## config.mk

```make
export PLATFORM = sky130hd
export DESIGN_NAME = pipelined_addsub_flat
export DESIGN_NICKNAME = d
export VERILOG_FILES = /design/src/rtl/pipelined_addsub_if.sv /design/src/rtl/pipelined_addsub.sv /design/src/flat_wrapper.sv
export SDC_FILE = /design/constraint.sdc
export NUM_CORES = 1
export LEC_CHECK = 0
export CORE_MARGIN = 4
export CORE_UTILIZATION = 35
export CTS_CLUSTER_DIAMETER = 150
export DETAILED_ROUTE_END_ITERATION = 7
export GPL_TIMING_DRIVEN = 0
export PLACE_DENSITY = 0.52
export SLEW_MARGIN = 5
export SYNTH_ARGS = -nofsm -noshare
export SYNTH_HDL_FRONTEND = slang
export SYNTH_SLANG_ARGS = --single-unit
```

## constraint.sdc

```tcl
create_clock -name clk -period 4.2 [get_ports clk]
set_clock_uncertainty 0.2 [all_clocks]
set_input_delay 1.26 -clock clk [delete_from_list [all_inputs] [get_ports clk]]
set_output_delay 1.26 -clock clk [all_outputs]
set_load 0.01 [all_outputs]
```

## src/rtl/pipelined_addsub_if.sv

```systemverilog
// Streaming operand/result bundle for pipelined_addsub.
// The master drives operands and out_ready; the slave (the adder) drives results and in_ready.
interface pipelined_addsub_if #(
  parameter int WIDTH = 16
);
  logic             in_valid;
  logic             in_ready;
  logic [WIDTH-1:0] a;
  logic [WIDTH-1:0] b;
  logic             cin;
  logic             sub;
  logic             out_valid;
  logic             out_ready;
  logic [WIDTH-1:0] sum;
  logic             cout;
  logic             overflow;

  modport master (
    output in_valid, a, b, cin, sub, out_ready,
    input  in_ready, out_valid, sum, cout, overflow
  );

  modport slave (
    input  in_valid, a, b, cin, sub, out_ready,
    output in_ready, out_valid, sum, cout, overflow
  );
endinterface

```

## src/rtl/pipelined_addsub.sv

```systemverilog
// Pipelined ripple-carry adder/subtractor: WIDTH bits are split into STAGES registered
// carry-ripple slices, with valid/ready streaming and a single global stall.
module pipelined_addsub #(
  parameter int WIDTH  = 16,
  parameter int STAGES = 4
) (
  input  logic              clk,
  input  logic              rst,
  pipelined_addsub_if.slave bus
);
  localparam int SW = WIDTH / STAGES;

  logic             stall;
  logic [WIDTH-1:0] b_eff;
  logic             c_eff;

  // in_ready looks only at the output side, so in_valid can never loop back into it.
  assign stall        = bus.out_valid && !bus.out_ready;
  assign bus.in_ready = !stall;

  // Subtraction is A + ~B + ~borrow_in, so both modes share the same adder.
  assign b_eff = bus.sub ? ~bus.b   : bus.b;
  assign c_eff = bus.sub ? ~bus.cin : bus.cin;

  for (genvar k = 0; k < STAGES; k++) begin : g_stage
    localparam int LO  = k * SW;
    localparam int REM = WIDTH - LO;

    logic [REM-1:0]     src_a;
    logic [REM-1:0]     src_b;
    logic               src_c;
    logic               valid_d;
    logic [SW-1:0]      slice_sum;
    logic [SW:0]        chain;
    logic [LO+SW-1:0]   sum_d;
    logic [LO+SW-1:0]   sum_q;
    logic               valid_q;
    logic               carry_q;

    if (k == 0) begin : g_src
      assign src_a   = bus.a;
      assign src_b   = b_eff;
      assign src_c   = c_eff;
      assign valid_d = bus.in_valid;
      assign sum_d   = slice_sum;
    end else begin : g_src
      assign src_a   = g_stage[k-1].g_skew.a_q;
      assign src_b   = g_stage[k-1].g_skew.b_q;
      assign src_c   = g_stage[k-1].carry_q;
      assign valid_d = g_stage[k-1].valid_q;
      assign sum_d   = {slice_sum, g_stage[k-1].sum_q};
    end

    // NOTE: every output of a combinational block gets a default first, so no path can infer a latch.
    always_comb begin
      slice_sum = '0;
      chain     = '0;
      chain[0]  = src_c;
      for (int j = 0; j < SW; j++) begin
        slice_sum[j] = src_a[j] ^ src_b[j] ^ chain[j];
        chain[j+1]   = (src_a[j] & src_b[j]) | ((src_a[j] ^ src_b[j]) & chain[j]);
      end
    end

    // NOTE: non-blocking assignments make every stage sample its predecessor's pre-edge value.
    always_ff @(posedge clk or posedge rst) begin
      if (rst) begin
        valid_q <= 1'b0;
        sum_q   <= '0;
        carry_q <= 1'b0;
      end else if (!stall) begin
        valid_q <= valid_d;
        sum_q   <= sum_d;
        carry_q <= chain[SW];
      end
    end

    if (k < STAGES - 1) begin : g_skew
      // Upper operand slices travel alongside the partial sum until their stage adds them.
      logic [REM-SW-1:0] a_q;
      logic [REM-SW-1:0] b_q;

      always_ff @(posedge clk or posedge rst) begin
        if (rst) begin
          a_q <= '0;
          b_q <= '0;
        end else if (!stall) begin
          a_q <= src_a[REM-1:SW];
          b_q <= src_b[REM-1:SW];
        end
      end
    end else begin : g_msb
      // Only the last slice contains the MSB cell, so only it holds the carry into that cell.
      logic cmsb_q;

      always_ff @(posedge clk or posedge rst) begin
        if (rst) begin
          cmsb_q <= 1'b0;
        end else if (!stall) begin
          cmsb_q <= chain[SW-1];
        end
      end
    end
  end

  assign bus.out_valid = g_stage[STAGES-1].valid_q;
  assign bus.sum       = g_stage[STAGES-1].sum_q;
  assign bus.cout      = g_stage[STAGES-1].carry_q;
  assign bus.overflow  = g_stage[STAGES-1].g_msb.cmsb_q ^ g_stage[STAGES-1].carry_q;

endmodule
```

## src/flat_wrapper.sv

```systemverilog
// flat-port wrapper written by rule: the top's interface ports become plain ports
module pipelined_addsub_flat 
#(
  parameter int WIDTH  = 16,
  parameter int STAGES = 4
)
  (clk, rst, bus_in_valid, bus_a, bus_b, bus_cin, bus_sub, bus_out_ready, bus_in_ready, bus_out_valid, bus_sum, bus_cout, bus_overflow);
  pipelined_addsub_if #(.WIDTH(WIDTH)) bus_i ();
  input  logic clk;
  input  logic rst;
  input wire logic [$bits(bus_i.in_valid)-1:0] bus_in_valid;
  input wire logic [$bits(bus_i.a)-1:0] bus_a;
  input wire logic [$bits(bus_i.b)-1:0] bus_b;
  input wire logic [$bits(bus_i.cin)-1:0] bus_cin;
  input wire logic [$bits(bus_i.sub)-1:0] bus_sub;
  input wire logic [$bits(bus_i.out_ready)-1:0] bus_out_ready;
  output wire logic [$bits(bus_i.in_ready)-1:0] bus_in_ready;
  output wire logic [$bits(bus_i.out_valid)-1:0] bus_out_valid;
  output wire logic [$bits(bus_i.sum)-1:0] bus_sum;
  output wire logic [$bits(bus_i.cout)-1:0] bus_cout;
  output wire logic [$bits(bus_i.overflow)-1:0] bus_overflow;
  assign bus_i.in_valid = bus_in_valid;
  assign bus_i.a = bus_a;
  assign bus_i.b = bus_b;
  assign bus_i.cin = bus_cin;
  assign bus_i.sub = bus_sub;
  assign bus_i.out_ready = bus_out_ready;
  assign bus_in_ready = bus_i.in_ready;
  assign bus_out_valid = bus_i.out_valid;
  assign bus_sum = bus_i.sum;
  assign bus_cout = bus_i.cout;
  assign bus_overflow = bus_i.overflow;
  pipelined_addsub #(.WIDTH(WIDTH), .STAGES(STAGES)) u_core (.clk(clk), .rst(rst), .bus(bus_i));
endmodule
```

==> results.sh, run 1 <==
export IMPL_cp_end_kind="output port"
export IMPL_cp_data_required_time_ps=2740
export IMPL_dpl_cell_area_um2=5230
export IMPL_cts_root_buf="clkbuf_16"
export IMPL_wl_um=7950
export IMPL_initial_utilization=0.364
export IMPL_postCtsSetupBuffers=0
export IMPL_cp_common_cell="buf_6"
export IMPL_synth_area_leader_cell="dfrtp_1"
export IMPL_slew_headroom=0.633
export IMPL_cpPeakStageDelay_ps=550
export IMPL_syn_num_nets=334
export IMPL_synthToLayoutAreaGrowth_pct=25.3
export IMPL_place_hpwl_um=5540
export IMPL_crit_fanout=10
export IMPL_cts_hold_buf=0
export IMPL_viasPerCell=4.31
export IMPL_fillers=1145
export IMPL_antenna_found_initial=0
export IMPL_placed_cells=504
export IMPL_die_area_um2=14500
export IMPL_synth_top_area_frac=0.547
export IMPL_clk_latency_ps=340
export IMPL_hold_viol=0
export IMPL_synth_cell_types=18
export IMPL_ctsResizeCount=0
export IMPL_status="finished, final reports clean"
export IMPL_p_leak_nw=2.49
export IMPL_power_per_cell_area_nw_per_um2=725
export IMPL_numCtsBuffers=9
export IMPL_fin_crit_sh=0.964
export IMPL_final_nets=401
export IMPL_crit_buf_inv=6
export IMPL_max_vdd_ir_drop_mv=0.257
export IMPL_hold_path_class="register to register"
export IMPL_ys_warnings_count=0
export IMPL_core_um2=12200
export IMPL_grt_pass1_wl_um=13300
export IMPL_critPathKind="input pin to output port"
export IMPL_rsz0062_at_grt="no"
export IMPL_layout_min_cycle_time_ps=4050
export IMPL_cp_slowest_cell="clkdlybuf4s50_1"
export IMPL_tightest_slew_ps=550
export IMPL_clock_fmax_mhz=247
export IMPL_die_height_um=121
export IMPL_fin_cells=520
export IMPL_max_cap_violations=0
export IMPL_final_antenna_net_count=0
export IMPL_port_buffers=55
export IMPL_grt_max_degree=58
export IMPL_die_x_um=121
export IMPL_core_rowCount=40
export IMPL_cts_tree="yes"
export IMPL_first_iter_violations=90
export IMPL_syn_inst=280
export IMPL_synth_area_per_cell_um2=15.9
export IMPL_drc=0
export IMPL_crit_arrival_ps=2590
export IMPL_finalInstanceArea_um2=5560
export IMPL_slew_violations=0
export IMPL_finalSetupViolCount=0
export IMPL_cp_top_family="buffers and inverters"
export IMPL_cts_sinks=97
export IMPL_wl_per_cell_um=15.3
export IMPL_io_pins=58
export IMPL_ys_ff_latch=97
export IMPL_vias=2241
export IMPL_diodes=0
export IMPL_gp_congestion=0.687
export IMPL_ys_top_cells_by_area="dfrtp_1 (55%), mux2_4 (15%), mux2_2 (9.9%)"
export IMPL_ys_seq_area_frac=0.547
export IMPL_track_usage=0.120
export IMPL_grt_pass1_vias=2527
export IMPL_clockBufferDepth=2
export IMPL_worstPathCellList="buf_4, nor2b_4, buf_6, inv_4, buf_6, buf_6, clkdlybuf4s50_1"
export IMPL_start_kind="input pin"
export IMPL_drt_pass1_iterations=4
export IMPL_overflow=0
export IMPL_clk_pin_slew_worst_paths_ps=60
export IMPL_syn_area_um2=4440
export IMPL_drive_above_1_share=0.332
export IMPL_htreeDepth=3
## cell families after synthesis
group,after synthesis,share of synthesized area
AOI/OAI and AO/OA,9,0.0101
xor gates and xnor gates,18,0.0355
adders and majority gates,16,0.0722
buffers and inverters,42,0.0589
DFF,97,0.547
muxes,87,0.257
and+or+nand+nor,11,0.0197
## layer usage
metal,wire length (um),vias to the layer above,track usage
met2,3690,40,0.180
met5,0,-,0
li1,-,1061,-
met1,3810,1131,0.165
met3,318,9,0.0304
met4,138,0,0.0489
## per-stage QoR
step / util / power [mW] / worst slack [ps] / hold slack, ps / setup TNS [ps]
final: 0.455 / 4.03 / 153 / 257 / 0
after global placement: 0.426 / 3.16 / -1440 / 239 / -138870
after CTS: 0.455 / 4.10 / 124 / 261 / 0
after global routing: 0.455 / 4.34 / 90.6 / 281 / 0
after floorplan: - / 2.66 / 206 / 228 / 0
after detailed placement: 0.428 / 3.20 / -87.7 / 247 / -87.7
## synthesized netlist by cell type, drive strengths merged
master	instances
a21oi	9
buf	14
dfrtp	97
fa	16
inv	28
mux2	83
mux2i	4
nand2b	1
nor2b	1
nor3b	9
xnor2	6
xor2	12
## flip-flops by register name, summed over array words and instances (netlist names)
register and cells:
u_core.g_stage.carry_q 3, u_core.g_stage.g_skew.b_q 24, u_core.g_stage.g_msb.cmsb_q 1, u_core.bus.cout 1, u_core.g_stage.g_skew.a_q 24, u_core.bus.sum 16
u_core.bus.out_valid 1, u_core.g_stage.sum_q 24, u_core.g_stage.valid_q 3
## layout by cell type, fill, tap and decap left out, drive strengths merged
cell / count
clkinv: 1
clkinvlp: 3
bufinv: 2
buf: 15
nand2b: 1
dfrtp: 97
a21oi: 9
nor2b: 1
xor2: 12
fa: 16
clkbuf: 10
xnor2: 6
mux2: 83
inv: 28
nor3b: 9
clkdlybuf4s50: 55
mux2i: 4
## final cells by class
type | instances | area, um^2 | share of cell area
tap | 168 | 210 | 0.0378
multi-input combinational | 141 | 1750 | 0.315
clock inverter | 6 | 91.3 | 0.0164
sequential | 97 | 2430 | 0.437
inverter | 28 | 110 | 0.0198
buffer | 14 | 154 | 0.0277
timing repair buffer | 56 | 578 | 0.104
clock buffer | 10 | 239 | 0.0430
## worst paths after layout
check	start	end	slack [ps]	cells past startpoint
worst max-delay path	bus_out_ready	bus_in_ready	150	7
worst min-delay path	u_core.g_stage[2].valid_q	u_core.bus.out_valid	260	1
worst max register to register	u_core.g_stage[2].g_skew.b_q[0]	u_core.bus.sum[15]	1550	9
worst min register to register	u_core.g_stage[2].valid_q	u_core.bus.out_valid	260	1
max in group asynchronous	rst	u_core.g_stage[0].g_skew.b_q[11]	2000	3
min in group asynchronous	rst	u_core.bus.sum[0]	1130	2
## power by group
group          switching, mW  internal (mW)
clock                  0.347          0.539
combinational          0.573          0.971
sequential             0.241           1.36
Note: power is estimated with default switching activity, not from simulation.
==> run 2, diff against run 1 <==
--- a/config.mk
+++ b/config.mk
@@ -5,6 +5,7 @@
 export SDC_FILE = /design/constraint.sdc
 export NUM_CORES = 1
 export LEC_CHECK = 0
+export CAP_MARGIN = 20
 export CORE_MARGIN = 4
 export CORE_UTILIZATION = 35
 export CTS_CLUSTER_DIAMETER = 150
==> run 2 against run 1 <==
  * Via count stayed put
  * Clock-buffer cell count unchanged
  * Cell count did not move
  * First-iteration DRC count stayed put
  * Sequential cell count unchanged
  * Combinational power barely moved
  * Final area stayed put
  * Die area unchanged
  * Clock power about the same
  * Critical endpoint unchanged
  * Largest cell class unchanged
  * Highest routed layer unchanged
==> results.sh, run 2 (synthesis gave the netlist of run 1 again) <==
export IMPL_cpPeakStageDelay_ps=550
export IMPL_layout_commonest_cell="dfrtp_1"
export IMPL_hold_viol=0
export IMPL_p_seq_frac=0.397
export IMPL_netSwitchingFraction=0.288
export IMPL_critPathKind="input pin to output port"
export IMPL_final_antenna_net_count=0
export IMPL_cts_sinks=97
export IMPL_layout_min_cycle_time_ps=4050
export IMPL_initial_utilization=0.364
export IMPL_hold_ws_ps=257
export IMPL_slew_headroom=0.633
export IMPL_diodes=0
export IMPL_drt_pass1_iterations=4
export IMPL_crit_arrival_ps=2590
export IMPL_io_pins=58
export IMPL_vias=2241
export IMPL_synthToLayoutAreaGrowth_pct=25.3
export IMPL_cts_hold_buf=0
export IMPL_clk_pin_slew_worst_paths_ps=60
export IMPL_cts_root_buf="clkbuf_16"
export IMPL_antenna_found_initial=0
export IMPL_place_hpwl_um=5540
export IMPL_cp_slowest_cell="clkdlybuf4s50_1"
export IMPL_tns_ps=0
export IMPL_drive_above_1_share=0.332
export IMPL_max_vdd_ir_drop_mv=0.257
export IMPL_port_buffers=55
export IMPL_cp_data_required_time_ps=2740
export IMPL_power_switching_mw=1.16
export IMPL_grt_pass1_vias=2527
export IMPL_die_height_um=121
export IMPL_comb_power_share=0.383
export IMPL_overflow=0
export IMPL_core_rowCount=40
export IMPL_grt_pass1_wl_um=13300
export IMPL_top_regs="u_core.g_stage.g_skew.a_q: 24 flops, u_core.g_stage.g_skew.b_q: 24 flops, u_core.g_stage.sum_q: 24 flops"
export IMPL_cp_end_kind="output port"
export IMPL_crit_fanout=10
export IMPL_start_kind="input pin"
export IMPL_clk_latency_ps=340
export IMPL_postCtsSetupBuffers=0
export IMPL_wl_um=7950
export IMPL_first_iter_violations=90
export IMPL_drc=0
export IMPL_rsz0062_at_grt="no"
export IMPL_hold_path_class="register to register"
export IMPL_grt_max_degree=58
export IMPL_track_usage=0.120
export IMPL_core_um2=12200
export IMPL_intPower_mw=2.87
export IMPL_cts_tree="yes"
export IMPL_finalSetupViolCount=0
export IMPL_worstPathCellList="buf_4, nor2b_4, buf_6, inv_4, buf_6, buf_6, clkdlybuf4s50_1"
export IMPL_htreeDepth=3
export IMPL_numCtsBuffers=9
export IMPL_status="finished, final reports clean"
export IMPL_viasPerCell=4.31
export IMPL_die_area_um2=14500
export IMPL_clock_fmax_mhz=247
export IMPL_die_x_um=121
export IMPL_wl_per_cell_um=15.3
export IMPL_power_frac_clock=0.220
export IMPL_tightest_slew_ps=550
export IMPL_slew_violations=0
export IMPL_max_cap_violations=0
export IMPL_final_nets=401
export IMPL_ctsResizeCount=0
export IMPL_power_per_cell_area_nw_per_um2=725
export IMPL_fin_crit_sh=0.964
export IMPL_cp_common_cell="buf_6"
export IMPL_final_cell_mix="dfrtp_1 (97), clkdlybuf4s50_1 (55), mux2_4 (44), mux2_2 (39), inv_1 (26)"
export IMPL_clockBufferDepth=2
export IMPL_gp_congestion=0.687
export IMPL_fillers=1145
export IMPL_p_leak_nw=2.49
[run 2: per-layer routing]
layer  part of all wire  global-route usage  wire (um)
met1               0.48               0.165       3810
met2               0.46               0.180       3690
met4              0.017              0.0489        138
met3              0.040              0.0304        318
met5                  0                   0          0
[run 2: layout make-up]
class                      instances  area, um^2  area share
multi-input combinational        141        1750       0.315
buffer                            14         154      0.0277
inverter                          28         110      0.0198
clock buffer                      10         239      0.0430
timing repair buffer              56         578       0.104
clock inverter                     6        91.3      0.0164
tap                              168         210      0.0378
sequential                        97        2430       0.437
[run 2: final timing paths]
kind	from	end	slack, ps	depth (start not counted)
setup reg to reg	u_core.g_stage[2].g_skew.b_q[0]	u_core.bus.sum[15]	1550	9
hold / removal	u_core.g_stage[2].valid_q	u_core.bus.out_valid	260	1
setup / recovery	bus_out_ready	bus_in_ready	150	7
max in group asynchronous	rst	u_core.g_stage[0].g_skew.b_q[11]	2000	3
min in group asynchronous	rst	u_core.bus.sum[0]	1130	2
hold reg to reg	u_core.g_stage[2].valid_q	u_core.bus.out_valid	260	1
[run 2: metrics by stage]
step           setup WS, ps  instance area [um^2]  utilization  instances  power [mW]
4_1_cts                 124                  5560        0.455        520        4.10
6_report                153                  5560        0.455        520        4.03
3_3_place_gp          -1440                  5200        0.426        503        3.16
3_5_place_dp          -87.7                  5230        0.428        504        3.20
5_1_grt                90.6                  5560        0.455        520        4.34
2_1_floorplan           206                  4440            -        280        2.66
[run 2: critical path, delay by kind of cell]
family / cells / cell delay, ps
simple gates: 1 / 50
buf+inv: 6 / 1270
[run 2: power groups by stage]
stage / clock [mW] / combinational (mW) / sequential (mW)
floorplan: 0 / 1.08 / 1.59
global placement: 0 / 1.54 / 1.62
detailed placement: 0 / 1.57 / 1.62
CTS: 0.914 / 1.58 / 1.61
global route: 0.949 / 1.73 / 1.66
finish: 0.886 / 1.54 / 1.60
==> run 3, diff against run 2 <==
--- a/config.mk
+++ b/config.mk
@@ -6,6 +6,7 @@
 export NUM_CORES = 1
 export LEC_CHECK = 0
 export CAP_MARGIN = 20
+export CORE_ASPECT_RATIO = 1.1
 export CORE_MARGIN = 4
 export CORE_UTILIZATION = 35
 export CTS_CLUSTER_DIAMETER = 150
==> run 3 against run 2 <==
  * Cell count down 2.9%
  * Clock power down 13%
  * Core utilization down 0.66 points
  * Critical path type unchanged
  * First-iteration DRC count down 33%
  * Critical path depth unchanged
  * Sequential cell count unchanged
  * Register-to-register slack about the same
  * Sequential power about the same
  * Final area down 1.2%
  * Critical endpoint unchanged
  * Setup slack better by 4.4 ps
  * Worst hold slack better by 3.6 ps
  * Non-clock buffer count unchanged
==> results.sh, run 3 (synthesis gave the netlist of run 1 again) <==
export IMPL_status="finished, final reports clean"
export IMPL_max_cap_violations=0
export IMPL_tns_ps=0
export IMPL_cp_end_kind="output port"
export IMPL_met2_usage=0.184
export IMPL_final_cell_mix="dfrtp_1 (97), clkdlybuf4s50_1 (55), mux2_4 (44), mux2_2 (39), inv_1 (26)"
export IMPL_postCtsSetupBuffers=0
export IMPL_first_iter_violations=60
export IMPL_p_total_mw=3.91
export IMPL_drt_pass1_iterations=4
export IMPL_ctsResizeCount=0
export IMPL_cp_data_required_time_ps=2740
export IMPL_critPathKind="input pin to output port"
export IMPL_clockBufferDepth=2
export IMPL_grt_pass1_wl_um=13300
export IMPL_cpPeakStageDelay_ps=550
export IMPL_fin_cells=505
export IMPL_wl_per_cell_um=15.8
export IMPL_worstPathCellList="buf_4, nor2b_4, buf_6, inv_4, buf_6, buf_6, clkdlybuf4s50_1"
export IMPL_final_antenna_net_count=0
export IMPL_core_um2=12200
export IMPL_use_met3=0.0307
export IMPL_tightest_slew_ps=572
export IMPL_hold_path_class="register to register"
export IMPL_grt_util_met1=0.165
export IMPL_slew_violations=0
export IMPL_p_leak_nw=2.48
export IMPL_hold_viol=0
export IMPL_rsz0062_at_grt="no"
export IMPL_crit_arrival_ps=2580
export IMPL_vias=2268
export IMPL_start_kind="input pin"
export IMPL_port_buffers=55
export IMPL_numCtsBuffers=9
export IMPL_initial_utilization=0.363
export IMPL_timing_rr_start="u_core.g_stage[2].g_skew.b_q[0]"
export IMPL_core_rowCount=42
export IMPL_track_usage=0.120
export IMPL_slew_headroom=0.619
export IMPL_top_regs="u_core.g_stage.g_skew.a_q: 24 flops, u_core.g_stage.g_skew.b_q: 24 flops, u_core.g_stage.sum_q: 24 flops"
export IMPL_power_per_cell_area_nw_per_um2=711
export IMPL_final_nets=401
export IMPL_min_delay_start="u_core.g_stage[2].valid_q"
export IMPL_place_hpwl_um=5530
export IMPL_clk_pin_slew_worst_paths_ps=60
export IMPL_layout_min_cycle_time_ps=4040
export IMPL_grt_max_degree=55
export IMPL_synthToLayoutAreaGrowth_pct=23.8
export IMPL_cp_top_family="buffers and inverters"
export IMPL_overflow=0
export IMPL_wl_um=7960
export IMPL_placed_cells=490
export IMPL_finalSetupViolCount=0
export IMPL_die_area_um2=14600
export IMPL_fillers=1108
export IMPL_cp_slowest_cell="clkdlybuf4s50_1"
export IMPL_drc=0
export IMPL_fin_crit_sh=0.963
export IMPL_grt_pass1_vias=2550
export IMPL_reg2reg_depth=9
export IMPL_cts_hold_buf=0
export IMPL_htreeDepth=3
export IMPL_gp_congestion=0.709
export IMPL_cts_tree="yes"
export IMPL_max_vdd_ir_drop_mv=0.320
export IMPL_crit_buf_inv=6
export IMPL_reg2reg_to="u_core.bus.sum[15]"
export IMPL_reg2reg_slack_ps=1540
export IMPL_die_height_um=126
export IMPL_cts_root_buf="clkbuf_16"
export IMPL_hold_path_depth=1
export IMPL_antenna_found_initial=0
export IMPL_grt_busiest_layer="met2"
export IMPL_min_to="u_core.bus.out_valid"
export IMPL_drive_above_1_share=0.330
export IMPL_diodes=0
export IMPL_crit_fanout=10
export IMPL_clk_latency_ps=330
export IMPL_cp_common_cell="buf_6"
export IMPL_viasPerCell=4.49
export IMPL_io_pins=58
export IMPL_cts_sinks=97
export IMPL_layout_commonest_cell="dfrtp_1"
export IMPL_die_x_um=115
export IMPL_clock_fmax_mhz=247
## run 3: cell count changes in the layout (fill, tap and decap cells not counted), sizes merged
cell | previous run | this run
clkinv | 1 | 3
clkbuf | 10 | 12
bufinv | 2 | 0
clkinvlp | 3 | 0
## run 3: worst max-delay path by stage
stage,start,to,slack (ps),depth (start not counted)
after CTS,bus_out_ready,bus_in_ready,140,7
after floorplan,rst,u_core.bus.cout,210,1
after detailed placement,bus_sub,u_core.g_stage[0].sum_q[3],-80,9
after global routing,bus_out_ready,bus_in_ready,110,7
after global placement,rst,u_core.g_stage[0].g_skew.a_q[11],-1390,2
final,bus_out_ready,bus_in_ready,160,7
## run 3: metrics by stage
step	cell area [um^2]	hold WS, ps	utilization	setup WS (ps)
global placement	5180	239	0.423	-1390
finish	5490	261	0.449	157
CTS	5490	267	0.449	139
floorplan	4440	228	-	206
detailed placement	5210	254	0.426	-77.4
global route	5490	294	0.449	110
## run 3: per-layer routing
| metal | vias up | wire [um] |
|---|---|---|
| li1 | 1053 | - |
| met1 | 1167 | 3830 |
| met2 | 44 | 3750 |
| met3 | 4 | 304 |
| met4 | 0 | 74 |
| met5 | - | 0 |
## run 3: layout make-up
class | instances | area (um^2) | area share
flip-flops and latches | 97 | 2430 | 0.442
plain buffers | 14 | 154 | 0.0280
clock inverters | 3 | 15.0 | 0.00273
multi-input cells | 141 | 1750 | 0.319
inverters | 28 | 110 | 0.0200
repair buffers | 56 | 578 | 0.105
well taps | 154 | 193 | 0.0351
clock buffers | 12 | 267 | 0.0485
## run 3: report_power, final
| group | total, mW | internal, mW | switching, mW |
|---|---|---|---|
| logic | 1.54 | 0.968 | 0.568 |
| clock network | 0.772 | 0.444 | 0.328 |
| registers | 1.60 | 1.36 | 0.240 |
